File: config.mk
export PLATFORM = sky130hd
export DESIGN_NAME = dmem_port_arbiter
export DESIGN_NICKNAME = d
export VERILOG_FILES = /design/src/rtl/dmem_port_arbiter.sv
export SDC_FILE = /design/constraint.sdc
export NUM_CORES = 1
export LEC_CHECK = 0
export CORE_AREA = 3 3 160 162
export CTS_CLUSTER_DIAMETER = 60
export CTS_CLUSTER_SIZE = 16
export DETAILED_ROUTE_END_ITERATION = 16
export DIE_AREA = 0 0 163 165
export GPL_ROUTABILITY_DRIVEN = 0
export PLACE_DENSITY = 0.52
export SETUP_SLACK_MARGIN = 0.15
export SYNTH_ARGS = -nofsm -noshare
export SYNTH_HDL_FRONTEND = slang
export SYNTH_SLANG_ARGS = --single-unit
File: constraint.sdc
create_clock -name clk -period 2.9 [get_ports clk]
set_input_delay 0.725 -clock clk [delete_from_list [all_inputs] [get_ports clk]]
set_output_delay 0.725 -clock clk [all_outputs]
set_load 0.05 [all_outputs]
File: src/rtl/dmem_port_arbiter.sv
// ---------------------------------------------------------------------------
// dmem_port_arbiter
//
// Shares one single-port data memory between the CPU MEM stage and a
// host/packet engine. At most one requester is granted per cycle. The grant
// is combinational from the current requests and the registered arbiter
// state. The granted requester drives the memory port in the same cycle.
// Read data returns one cycle later, together with a one-cycle rvalid pulse.
//
// A host that raises host_lock keeps the port for a burst. After
// MAX_HOST_BURST consecutive locked grants, a waiting CPU takes one slot.
//
// Configuration macro:
//   DMEM_ARB_RR_EN  defined   -> simultaneous requests are resolved
//                                round-robin (CPU wins from IDLE)
//                   undefined -> simultaneous requests go to the CPU
//
// Ports:
//   clk, reset                      clock, synchronous active-high reset
//   cpu_req/we/addr/wdata           CPU access request
//   host_req/we/lock/addr/wdata     host access request (lock = keep burst)
//   cpu_gnt, host_gnt               access issued this cycle
//   cpu_stall                       cpu_req and not cpu_gnt
//   cpu_rvalid/rdata                CPU read return (cycle after grant)
//   host_rvalid/rdata               host read return (cycle after grant)
//   mem_addr/din/we, mem_dout       memory port (1-cycle read latency)
// ---------------------------------------------------------------------------
module dmem_port_arbiter #(
    parameter int ADDR_W         = 8,
    parameter int DATA_W         = 64,
    parameter int MAX_HOST_BURST = 16
) (
    input  logic              clk,
    input  logic              reset,
    input  logic              cpu_req,
    input  logic              cpu_we,
    input  logic [ADDR_W-1:0] cpu_addr,
    input  logic [DATA_W-1:0] cpu_wdata,
    input  logic              host_req,
    input  logic              host_we,
    input  logic              host_lock,
    input  logic [ADDR_W-1:0] host_addr,
    input  logic [DATA_W-1:0] host_wdata,
    output logic              cpu_gnt,
    output logic              host_gnt,
    output logic              cpu_stall,
    output logic              cpu_rvalid,
    output logic              host_rvalid,
    output logic [DATA_W-1:0] cpu_rdata,
    output logic [DATA_W-1:0] host_rdata,
    output logic [ADDR_W-1:0] mem_addr,
    output logic [DATA_W-1:0] mem_din,
    output logic              mem_we,
    input  logic [DATA_W-1:0] mem_dout
);

    localparam int CNT_W = $clog2(MAX_HOST_BURST + 1);
    localparam logic [CNT_W-1:0] BURST_MAX = CNT_W'(MAX_HOST_BURST);

    typedef enum logic [1:0] {
        ST_IDLE,
        ST_CPU,
        ST_HOST,
        ST_LOCK
    } state_t;

    state_t             state_q, state_d;
    logic [CNT_W-1:0]   burst_cnt_q, burst_cnt_d;
    logic               cpu_rvalid_q, cpu_rvalid_d;
    logic               host_rvalid_q, host_rvalid_d;
    logic               lock_active;

    // Grant decision
    always_comb begin
        cpu_gnt     = 1'b0;
        host_gnt    = 1'b0;
        lock_active = (state_q == ST_LOCK) && host_req && host_lock;
        if (!reset) begin
            if (lock_active) begin
                // Locked burst: the host keeps the port until the burst limit.
                // At the limit, a waiting CPU takes one slot.
                if (burst_cnt_q < BURST_MAX) begin
                    host_gnt = 1'b1;
                end else if (cpu_req) begin
                    cpu_gnt = 1'b1;
                end else begin
                    host_gnt = 1'b1;
                end
            end else if (cpu_req && host_req) begin
`ifdef DMEM_ARB_RR_EN
                // The requester that was not granted last cycle wins.
                // From IDLE, HOST or LOCK, that requester is the CPU.
                if (state_q == ST_CPU) begin
                    host_gnt = 1'b1;
                end else begin
                    cpu_gnt = 1'b1;
                end
`else
                cpu_gnt = 1'b1;
`endif
            end else if (cpu_req) begin
                cpu_gnt = 1'b1;
            end else if (host_req) begin
                host_gnt = 1'b1;
            end
        end
    end

    assign cpu_stall = cpu_req & ~cpu_gnt;

    // Next state, burst counter and read-return tracking
    always_comb begin
        state_d       = ST_IDLE;
        burst_cnt_d   = '0;
        cpu_rvalid_d  = cpu_gnt & ~cpu_we;
        host_rvalid_d = host_gnt & ~host_we;
        if (cpu_gnt) begin
            state_d = ST_CPU;
        end else if (host_gnt) begin
            if (host_lock) begin
                state_d = ST_LOCK;
                // Saturate the counter so a long burst with no CPU waiting
                // does not wrap.
                burst_cnt_d = (burst_cnt_q < BURST_MAX) ?
                              burst_cnt_q + CNT_W'(1) : BURST_MAX;
            end else begin
                state_d = ST_HOST;
            end
        end
    end

    always_ff @(posedge clk) begin
        if (reset) begin
            state_q       <= ST_IDLE;
            burst_cnt_q   <= '0;
            cpu_rvalid_q  <= 1'b0;
            host_rvalid_q <= 1'b0;
        end else begin
            state_q       <= state_d;
            burst_cnt_q   <= burst_cnt_d;
            cpu_rvalid_q  <= cpu_rvalid_d;
            host_rvalid_q <= host_rvalid_d;
        end
    end

    // Mask with reset so that a read already in flight when reset arrives
    // never shows up as a valid result.
    assign cpu_rvalid  = cpu_rvalid_q & ~reset;
    assign host_rvalid = host_rvalid_q & ~reset;
    assign cpu_rdata   = mem_dout;
    assign host_rdata  = mem_dout;

    // Memory port mux. With no grant, the port is quiet (no write, address 0).
    always_comb begin
        mem_addr = '0;
        mem_din  = '0;
        mem_we   = 1'b0;
        if (cpu_gnt) begin
            mem_addr = cpu_addr;
            mem_din  = cpu_wdata;
            mem_we   = cpu_we;
        end else if (host_gnt) begin
            mem_addr = host_addr;
            mem_din  = host_wdata;
            mem_we   = host_we;
        end
    end

endmodule
# Word level (Yosys, flattened, before mapping)
# Cells that the tools add are included.
# op_classes
addsub	1
n_lt_le_gt_ge	1
eq_ne	1
mux	22
bitwise_logic	12
n_reduce_logical	6
# op_table
operator	count
64-bit two-way mux	2
1-bit two-way mux	17
8-bit two-way mux	2
1-bit NOT	7
5-bit by 1-bit adder with 5-bit output (second input constant)	1
1-bit bitwise AND	5
5-bit less-than comparator (second input constant)	1
5-bit two-way mux	1
5-bit OR reduction	1
4-bit OR reduction	1
1-bit logical AND	3
3-bit OR reduction	1
2-bit equality test (second input constant)	1
# totals
regBits	9
in_bits	215
out_inout_bits	206
wordCells	49

# Longest topological paths before layout
# logic_depth
word_depth	7
ltp_mapped	6
ltp_nobuf	3

# Least setup slack after synthesis
# OpenSTA, ideal clock, no wires.
# synth_path
path_type	input port to output port
from	input port host_lock
to	output port mem_din[52]
arrival_time_ps	2152
required_ps	2175
slack_ps	23
path_stages	5
n_path_buf	2
path_cell_list	nand2_2 -> buf_4 -> clkbuf_1 -> o211ai_1 -> a21oi_1
# synth_via
elab_chain_cells	5
elab_cells_between_ends	7
cone_classes	mux (6); reduce/logical (1)
# synth_rtl
element	line_no	source
start, declared	41	input logic host_lock,
1-bit logical AND *	77	lock_active = (state_q == ST_LOCK) && host_req && host_lock;
1-bit two-way mux	79	if (lock_active) begin
1-bit two-way mux	78	if (!reset) begin
64-bit two-way mux	162	end else if (host_gnt) begin
64-bit two-way mux *	158	if (cpu_gnt) begin
end, declared	52	output logic [DATA_W-1:0] mem_din,
# Every way passes the cells marked *; elsewhere a longest branch is shown, timed or not.

# Worst setup path after layout
# layout_path
from	input port host_lock
to	output port mem_din[0]
# Same word-level chain as after synthesis.

==> impl_metrics.ini <==
[timing]
worst_slew_pin_slew_ns = 0.409
finalSetupViolCount = 0
slew_headroom_pct = 72.7
fmax_mhz = 378
skew_ns = 0.000450
final.min_clock_period_ns = 2.64
fin_setup_tns_ns = 0
slew_violations = 0
setup_ws_ns = 0.257
rsz0062_at_grt = false
min_period_over_period_pct = 91.1
hold_viol = 0

[power_and_ir_drop]
p_leak_uw = 0.00182
power_density_nw_per_um2 = 229
peakVddDrop_uv = 183

[clocking]
numCtsBuffers = 3
cts_hold_buf = 0
cts.clk_slew.worst_paths_ns = 0.04
cts.sinks = 9
cts_tree = yes
cts.path.max_buffers = 2
cts_max_level = 1
root_buffer = clkbuf_16
clk_latency_ns = 0.23

[synthesis]
synthTopCellsByArea = o211ai_1 36%, buf_4 32%, a21oi_1 12%
synth_nets = 659
synth_cell_type_count = 24
synth_flop_cell = dfxtp_1
syn_area_um2 = 3040
synth.largest_area_cell = o211ai_1
ys_async_sr_fraction_pct = 0
ys_warn_count = 0
synth_area_per_cell_um2 = 6.86
synth_top_area_share_pct = 36.0
ys_seq_area_share_pct = 5.93
synth-seq-cells = 9
synth_edf_count = 0
synthCells = 443

[cells_and_area]
nNetsFinal = 727
drive_gt1_share_pct = 35.3
finalNonFillerCells = 834
utilization_pct = 24.7
antenna_cells = 0
layout_common_cells = 146 x o211ai_1, 146 x clkdlybuf4s50_1, 90 x buf_12
nFillCells = 2617
area_growth_pct = 96.7

[drt]
avgViaCountPerCell = 4.28
initialDrtViolationCount = 150
dr.pass1.iters = 4
drc = 0
drt-total-wl_um = 17000
via_count = 3571
wl_per_cell_um = 20.4
final_antenna_net_count = 0

[critical_path]
ff2ff_setup_slack_ns = 1.49
slowest_delay_ns = 0.30
r2r-start = burst_cnt_q[4]
crit_fanout = 10
r2r_cells = 5
path_cells = buf_2, and4b_4, buf_12, clkbuf_16, o211ai_1, a21oi_2, buf_12
critPathKind = in -> out
crit_slowest_cell = and4b_4
start_kind = input port
crit_family = buffers and inverters
critical_path_buf_inv_count = 4
path_depth = 7
timing.critical_path.mode_cell = buf_12
critPathArrivalTime_ns = 1.92
required_ns = 2.17
crit_path_end_kind = output pin
r2r-end = host_rvalid_q

[floorplan]
die_x_um = 163
die_h_um = 165
start_util_pct = 12.5
core_area_um2 = 24200
fp.dieArea_um2 = 26900
io_pins = 421
rows = 57

[min_path]
hp-start = burst_cnt_q[0]
worstHoldEndpoint = burst_cnt_q[0]
hold_path_class = reg -> reg
hold_depth = 1

[global_routing]
grt_pass1_wl_um = 23800
antenna_found_initial = 0
grt_pass1_vias = 3745
globalRouteTotalUtil_pct = 11.3
overflow = 0
grt_max_degree = 78

[run]
maxCapViolCount = 0

[placed_design]
dp.cells = 826
place_ws_ns = -0.227
dp_hpwl_um = 12700
io_buffers = 228

[status]
outcome = finished, final reports clean
stage by stage:
step                total power (uW)  hold slack [ns]  area, um2
global route                    1430            0.465       5980
floorplan                       1040            0.418       3300
detailed placement              1120            0.437       5800
CTS                             1390            0.446       5930
global placement                1120            0.436       5800
finish                          1370            0.443       5980
layer usage:
| layer | part of all wire, % | wire length (um) | global-route usage, % | vias up |
|---|---|---|---|---|
| met5 | 0 | 0 | 0 | - |
| met4 | 2.2 | 372 | 3.08 | 0 |
| met3 | 12 | 2030 | 5.07 | 35 |
| met2 | 49 | 8370 | 19.9 | 236 |
| met1 | 37 | 6250 | 12.4 | 1625 |
| li1 | - | - | - | 1675 |
flip-flops by register name, summed over array words and instances (netlist names):
signal         flops
state_q            2
burst_cnt_q        5
host_rvalid_q      1
cpu_rvalid_q       1
cell families after synthesis:
family	count (synthesis)	synth area share, %
compound gates	226	49.7
buf+inv	188	40.6
simple gates	17	2.80
flops	9	5.93
xor+xnor	2	0.576
fa+ha+maj	1	0.411
Yosys cell counts, drive strengths merged (2+ instances only):
cell type / instances
buf: 160
o211ai: 146
a21oi: 74
clkbuf: 26
dfxtp: 9
nor2: 8
inv: 2
nand2: 2
nor2b: 2
nor3: 2
o21ai: 2
where the power goes:
part	total (uW)	internal (uW)	switching, uW
combinational	993	501	492
sequential	129	127	1.69
clock	249	182	66.6
final cells by class:
type                    instances  area, um2  area share (%)
repair buffers                249       3410            57.0
multi-input cells             246       1900            31.7
well taps                     324        405            6.78
flip-flops and latches          9        180            3.01
clock buffers                   3       75.1            1.26
inverters                       2       7.51           0.126
clock inverters                 1       5.00          0.0837
how the worst max path moves through the flow:
stage,endpoint,slack (ns),startpoint
2_1_floorplan,mem_addr[6],0.21,host_lock
6_report,mem_din[0],0.26,host_lock
3_3_place_gp,mem_din[27],-0.21,host_lock
4_1_cts,mem_addr[2],0.13,host_lock
5_1_grt,mem_din[62],0.19,host_lock
3_5_place_dp,mem_din[27],-0.23,host_lock
what timing repair did:
action / 4_1_cts / 5_1_grt
gates cloned: 1 / 2
buffers inserted: 1 / 0
resized for setup: 5 / 2
setup endpoints to repair: 74 / 28
pin swaps: 3 / 3
Power figures use the tool's default switching activity.
